==> src/rtl/mem_control_if.sv <==
// Bus bundle for the memory-access decoder: request fields from the ALU
// stage, same-cycle write/read strobes, and the registered load descriptor.
interface mem_control_if;
  logic [6:0]  opcode;
  logic [2:0]  Funct3;
  logic [31:0] A;
  logic [3:0]  Dmem_enable;
  logic [3:0]  Imem_enable;
  logic [3:0]  Io_trans;
  logic        Io_recv;
  logic        Ld_valid;
  logic [1:0]  Ld_src;
  logic [2:0]  Ld_funct3;
  logic [1:0]  Ld_offset;

  // Requester side: issues the access and consumes the strobes/descriptor.
  modport master (
    output opcode, Funct3, A,
    input  Dmem_enable, Imem_enable, Io_trans, Io_recv,
    input  Ld_valid, Ld_src, Ld_funct3, Ld_offset
  );

  // Decoder side.
  modport slave (
    input  opcode, Funct3, A,
    output Dmem_enable, Imem_enable, Io_trans, Io_recv,
    output Ld_valid, Ld_src, Ld_funct3, Ld_offset
  );
endinterface

==> src/rtl/mem_control.sv <==
// Memory-access decoder: combinational byte write enables for Dmem, Imem
// and IO plus an IO read strobe, and a one-cycle load descriptor that the
// writeback stage uses to pick and align load data.
module mem_control (
  input  logic         Clock,
  input  logic         Reset_n,
  mem_control_if.slave bus
);

  localparam logic [6:0] OPC_LOAD  = 7'b0000011;
  localparam logic [6:0] OPC_STORE = 7'b0100011;

  localparam logic [1:0] SRC_NONE = 2'b00;
  localparam logic [1:0] SRC_DMEM = 2'b01;
  localparam logic [1:0] SRC_IO   = 2'b10;

  logic       is_load;
  logic       is_store;
  logic       in_dmem;
  logic       in_imem;
  logic       in_io;
  logic       store_width_ok;
  logic       load_width_ok;
  logic [3:0] lane_mask;

  logic       ld_valid_reg,  ld_valid_next;
  logic [1:0] ld_src_reg,    ld_src_next;
  logic [2:0] ld_funct3_reg, ld_funct3_next;
  logic [1:0] ld_offset_reg, ld_offset_next;

  assign is_load  = (bus.opcode == OPC_LOAD);
  assign is_store = (bus.opcode == OPC_STORE);

  // Region 0011 aliases both Dmem and Imem, so the two decodes overlap.
  assign in_dmem = (bus.A[31:28] == 4'b0001) || (bus.A[31:28] == 4'b0011);
  assign in_imem = (bus.A[31:28] == 4'b0010) || (bus.A[31:28] == 4'b0011);
  assign in_io   = (bus.A[31:28] == 4'b1000);

  // Store width lane mask; halfword placement uses A[1] only.
  always_comb begin
    lane_mask      = 4'b0000;
    store_width_ok = 1'b0;
    case (bus.Funct3)
      3'b000: begin
        lane_mask      = 4'b0001 << bus.A[1:0];
        store_width_ok = 1'b1;
      end
      3'b001: begin
        lane_mask      = bus.A[1] ? 4'b1100 : 4'b0011;
        store_width_ok = 1'b1;
      end
      3'b010: begin
        lane_mask      = 4'b1111;
        store_width_ok = 1'b1;
      end
      default: begin
        lane_mask      = 4'b0000;
        store_width_ok = 1'b0;
      end
    endcase
  end

  assign load_width_ok = (bus.Funct3 == 3'b000) || (bus.Funct3 == 3'b001) ||
                         (bus.Funct3 == 3'b010) || (bus.Funct3 == 3'b100) ||
                         (bus.Funct3 == 3'b101);

  // Per-lane write enables; IO takes the whole word for any valid width.
  generate
    for (genvar gi = 0; gi < 4; gi++) begin : g_lane
      assign bus.Dmem_enable[gi] = is_store && in_dmem && lane_mask[gi];
      assign bus.Imem_enable[gi] = is_store && in_imem && lane_mask[gi];
      assign bus.Io_trans[gi]    = is_store && in_io && store_width_ok;
    end
  endgenerate

  assign bus.Io_recv = is_load && in_io;

  // Next load descriptor: only Dmem and IO are readable.
  always_comb begin
    ld_valid_next  = is_load && load_width_ok && (in_dmem || in_io);
    ld_src_next    = SRC_NONE;
    if (ld_valid_next) begin
      ld_src_next  = in_io ? SRC_IO : SRC_DMEM;
    end
    ld_funct3_next = bus.Funct3;
    ld_offset_next = bus.A[1:0];
  end

  // Descriptor register, rewritten every edge; reset wins over a load.
  always_ff @(posedge Clock) begin
    if (!Reset_n) begin
      ld_valid_reg  <= 1'b0;
      ld_src_reg    <= SRC_NONE;
      ld_funct3_reg <= 3'b000;
      ld_offset_reg <= 2'b00;
    end else begin
      ld_valid_reg  <= ld_valid_next;
      ld_src_reg    <= ld_src_next;
      ld_funct3_reg <= ld_funct3_next;
      ld_offset_reg <= ld_offset_next;
    end
  end

  assign bus.Ld_valid  = ld_valid_reg;
  assign bus.Ld_src    = ld_src_reg;
  assign bus.Ld_funct3 = ld_funct3_reg;
  assign bus.Ld_offset = ld_offset_reg;

endmodule

==> src/flat_wrapper.sv <==
// flat-port wrapper written by rule: the top's interface ports become plain ports
module mem_control_flat 
  (Clock, Reset_n, bus_opcode, bus_Funct3, bus_A, bus_Dmem_enable, bus_Imem_enable, bus_Io_trans, bus_Io_recv, bus_Ld_valid, bus_Ld_src, bus_Ld_funct3, bus_Ld_offset);
  mem_control_if bus_i ();
  input  logic Clock;
  input  logic Reset_n;
  input wire logic [$bits(bus_i.opcode)-1:0] bus_opcode;
  input wire logic [$bits(bus_i.Funct3)-1:0] bus_Funct3;
  input wire logic [$bits(bus_i.A)-1:0] bus_A;
  output wire logic [$bits(bus_i.Dmem_enable)-1:0] bus_Dmem_enable;
  output wire logic [$bits(bus_i.Imem_enable)-1:0] bus_Imem_enable;
  output wire logic [$bits(bus_i.Io_trans)-1:0] bus_Io_trans;
  output wire logic [$bits(bus_i.Io_recv)-1:0] bus_Io_recv;
  output wire logic [$bits(bus_i.Ld_valid)-1:0] bus_Ld_valid;
  output wire logic [$bits(bus_i.Ld_src)-1:0] bus_Ld_src;
  output wire logic [$bits(bus_i.Ld_funct3)-1:0] bus_Ld_funct3;
  output wire logic [$bits(bus_i.Ld_offset)-1:0] bus_Ld_offset;
  assign bus_i.opcode = bus_opcode;
  assign bus_i.Funct3 = bus_Funct3;
  assign bus_i.A = bus_A;
  assign bus_Dmem_enable = bus_i.Dmem_enable;
  assign bus_Imem_enable = bus_i.Imem_enable;
  assign bus_Io_trans = bus_i.Io_trans;
  assign bus_Io_recv = bus_i.Io_recv;
  assign bus_Ld_valid = bus_i.Ld_valid;
  assign bus_Ld_src = bus_i.Ld_src;
  assign bus_Ld_funct3 = bus_i.Ld_funct3;
  assign bus_Ld_offset = bus_i.Ld_offset;
  mem_control u_core (.Clock(Clock), .Reset_n(Reset_n), .bus(bus_i));
endmodule
==> config.mk <==
export PLATFORM = sky130hd
export DESIGN_NAME = mem_control_flat
export DESIGN_NICKNAME = d
export VERILOG_FILES = /design/src/rtl/mem_control_if.sv /design/src/rtl/mem_control.sv /design/src/flat_wrapper.sv
export SDC_FILE = /design/constraint.sdc
export NUM_CORES = 1
export LEC_CHECK = 0
export ABC_AREA = 1
export BUFFER_PORTS_ARGS = -buffer_cell sky130_fd_sc_hd__buf_4
export CAP_MARGIN = 40
export CORE_MARGIN = 2
export CORE_UTILIZATION = 31
export CTS_CLUSTER_DIAMETER = 120
export DETAILED_ROUTE_END_ITERATION = 6
export MAX_ROUTING_LAYER = met4
export PLACE_DENSITY = 0.81
export SLEW_MARGIN = 40
export SYNTH_ARGS = -nofsm -noshare
export SYNTH_HDL_FRONTEND = slang
export SYNTH_SLANG_ARGS = --single-unit
==> constraint.sdc <==
create_clock -name Clock -period 1.1 [get_ports Clock]
set_input_delay 0.165 -clock Clock [delete_from_list [all_inputs] [get_ports Clock]]
set_output_delay 0.165 -clock Clock [all_outputs]
set_load 0.01 [all_outputs]
==> impl_metrics.ini <==
[global_routing]
global_route.overflow_total = 0
wire_length_of_the_first_global_routing_pass_mm = 2.028
initial_antenna_violation_count = 0
grt_usage_pct = 13.98
grt_start_max_net_pins = 7
first_global_vias = 563

[die]
boundaryPins = 65
chipHeight_um = 44.73
die-width_um = 44.73
core-area_sq_um = 1524
num_rows = 14
floorplan.initialDensity_pct = 33.74
design.die.area_sq_um = 2001

[logic_synthesis]
synth_area_leader_cell = sky130_fd_sc_hd__dfxtp_1
post_synth_num_cell_types = 16
synth_seq_cells = 8
yosys-top-cells-area = sky130_fd_sc_hd__dfxtp_1 31%, sky130_fd_sc_hd__nor2_1 17%, sky130_fd_sc_hd__nand2_1 13%
synth_top_cell_area_share_pct = 31.14
portion_of_the_post_synthesis_area_used_by_sequential_elements_pct = 31.14
ys.warnings.count = 0
syn_inst = 84
synth_fp_nets = 128
syn-cell-area_sq_um = 514.2
mean_cell_area_of_the_mapped_netlist_sq_um = 6.122

[detailed_routing]
route.vias.total = 633
antenna_violating_nets_remaining = 0
pre_repair_dr_iteration_count = 3
finalWirelength_mm = 1.349
drc = 0
drt-wirelength-per-cell_um = 9.303
first_iter_violations = 5
viasPerCell = 4.366

[place]
placer_s_final_routability_congestion_estimate = 0.7344
place_hpwl_mm = 1.072
placement.io_buffers = 38
pre_cts_slack_ps = -48.70
placed_cells = 138

[power_and_ir_drop]
power_switching_share_pct = 25.03
seq_power_share_pct = 43.8
power_frac_comb_pct = 26.2
vdd.ir_drop.worst_uv = 282.1
total_leakage_power_uw = 0.0005386
totalPowerFinal_uw = 690.4
power_report.internal_total_uw = 517.6
share_clk_of_total_power_pct = 29.9
power-per-cell-area_nw_per_um2 = 734.7
power.switching_uw = 172.8

[worst_setup_path]
crit_path_max_fanout = 4
critPathCaptureType = output pin
worst_ep_required_time_ps = 940
criticalPathCategory = input port to output pin
slowest_cell_on_the_critical_path = sky130_fd_sc_hd__nor2_2
worst_ep_arrival_time_ps = 920
worst_path_dominant_cell_family = simple AND/OR/NAND/NOR gates
worst_setup_path_start_kind = input port
critical-path-max-stage-delay_ps = 140
cp_cell_sequence = buf_4 > nor2_2 > nand2_2 > inv_2 > nand3_2 > nor2_2 > buf_4
worstPathBufferInverterCount = 3

[finish]
layout.cells.most_common_list = 41 x sky130_fd_sc_hd__buf_4, 17 x sky130_fd_sc_hd__nor2_1, 16 x sky130_fd_sc_hd__nand2_1
finalNetCount = 175
layout-drive-gt1-share_pct = 55.04
antenna_cells = 0
mostFrequentLayoutCell = sky130_fd_sc_hd__buf_4
final_cell_count_no_fill = 145
filler_cell_count = 150
area_growth_pct = 82.73

[sta]
min_period_over_period_pct = 99.08
timing.max_slew.rel_slack_pct = 85.66
transition_at_the_pin_with_the_smallest_max_transition_slack_ps = 214.4
post-route-worst-setup-slack_ps = 10.09
finalHoldViolCount = 0
final_max_slew_viol_count = 0
finalSetupTns_ps = 0
min_period_ps = 1090
achievable-frequency_ghz = 0.9175
number_of_failing_setup_endpoints_in_the_final_timing_report = 0
grt_setup_unrepaired = true

[clocking]
tritoncts_num_sinks = 8
ctsHtreeMaxLevel = 1
cts_tree = done
hold_fix_buffers_cts = 0
numCtsBuffers = 3
clock_path_buffers = 2
cts.root.buffer_cell = sky130_fd_sc_hd__clkbuf_4
cts.reportedPaths.clkPinSlew_ps = 50

[job]
maxCapViolCount = 0

[run_status]
run_status = completed

[hold_path]
hold_path.class = input port to flip-flop
## cells by family (layout without fill, tap and decap cells)
kind of cell           Yosys count  in the layout  share of synthesized area [%]
AO/OA/AOI/OAI                    1              1                         0.9723
buffers and inverters           19             64                          16.06
flip-flops                       8              8                          31.14
AND/OR/NAND/NOR                 56             56                          51.82
## path summary, 6_finish.rpt
path,depth (start not counted),start,to,slack [ps]
max,7,bus_opcode[3],bus_Imem_enable[0],10
min,3,bus_Funct3[0],u_core.bus.Ld_funct3[0],120
## power by group through the flow
stage / registers, uW / clock network (uW) / logic (uW)
finish: 303 / 207 / 181
floorplan: 314 / 0 / 56.5
detailed placement: 308 / 0 / 150
global placement: 308 / 0 / 145
CTS: 303 / 218 / 158
global route: 303 / 221 / 199
## timing repair
item                                    in CTS  in global routing
endpoints found under the setup margin      10                 13
gates resized for setup                      6                 16
buffers inserted                             1                  3
pin swaps                                    3                  8
## Yosys cell counts
| master | instances |
|---|---|
| sky130_fd_sc_hd__nand3_2 | 2 |
| sky130_fd_sc_hd__nor3_4 | 1 |
| sky130_fd_sc_hd__nand2_1 | 18 |
| sky130_fd_sc_hd__nor3b_1 | 1 |
| sky130_fd_sc_hd__nor3_1 | 1 |
| sky130_fd_sc_hd__nand2_2 | 1 |
| sky130_fd_sc_hd__nand3b_2 | 1 |
| sky130_fd_sc_hd__nor2_1 | 23 |
| sky130_fd_sc_hd__and3_1 | 1 |
| sky130_fd_sc_hd__nand3_1 | 3 |
| sky130_fd_sc_hd__dfxtp_1 | 8 |
| sky130_fd_sc_hd__nor2_2 | 4 |
| sky130_fd_sc_hd__clkinv_1 | 1 |
| sky130_fd_sc_hd__inv_1 | 15 |
| sky130_fd_sc_hd__buf_4 | 3 |
| sky130_fd_sc_hd__o21ai_0 | 1 |
## area by class of cell
class / count / area, sq um / share of cell area (%)
clock buffers: 3 / 22.52 / 2.397
inverters: 16 / 60.06 / 6.391
multi-input cells: 57 / 320.3 / 34.09
flip-flops and latches: 8 / 160.2 / 17.04
well taps: 16 / 20.02 / 2.130
repair buffers: 45 / 356.6 / 37.95
## through the flow
stage | utilization (%) | hold slack, ps | instance area, sq um
floorplan | - | 258.5 | 516.7
global placement | 53.94 | 375.2 | 822.0
detailed placement | 53.94 | 378.7 | 822.0
CTS | 56.90 | 125.0 | 867.1
global route | 61.66 | 134.9 | 939.7
finish | 61.66 | 119.0 | 939.7
## registers in the layout (all words and copies together) (netlist names)
register / cells
u_core.bus.Ld_funct3: 3
u_core.bus.Ld_offset: 2
u_core.bus.Ld_src: 2
u_core.bus.Ld_valid: 1
## per-layer routing
metal / global-route usage, % / vias to the layer above / share of wire (%)
met5: - / - / 0
met3: 1.200 / 0 / 8.3
met1: 13.79 / 275 / 37
li1: - / 334 / -
met4: 9.091 / 0 / 0
met2: 25.80 / 24 / 55
No activity file was read; power rests on OpenSTA's default activity.
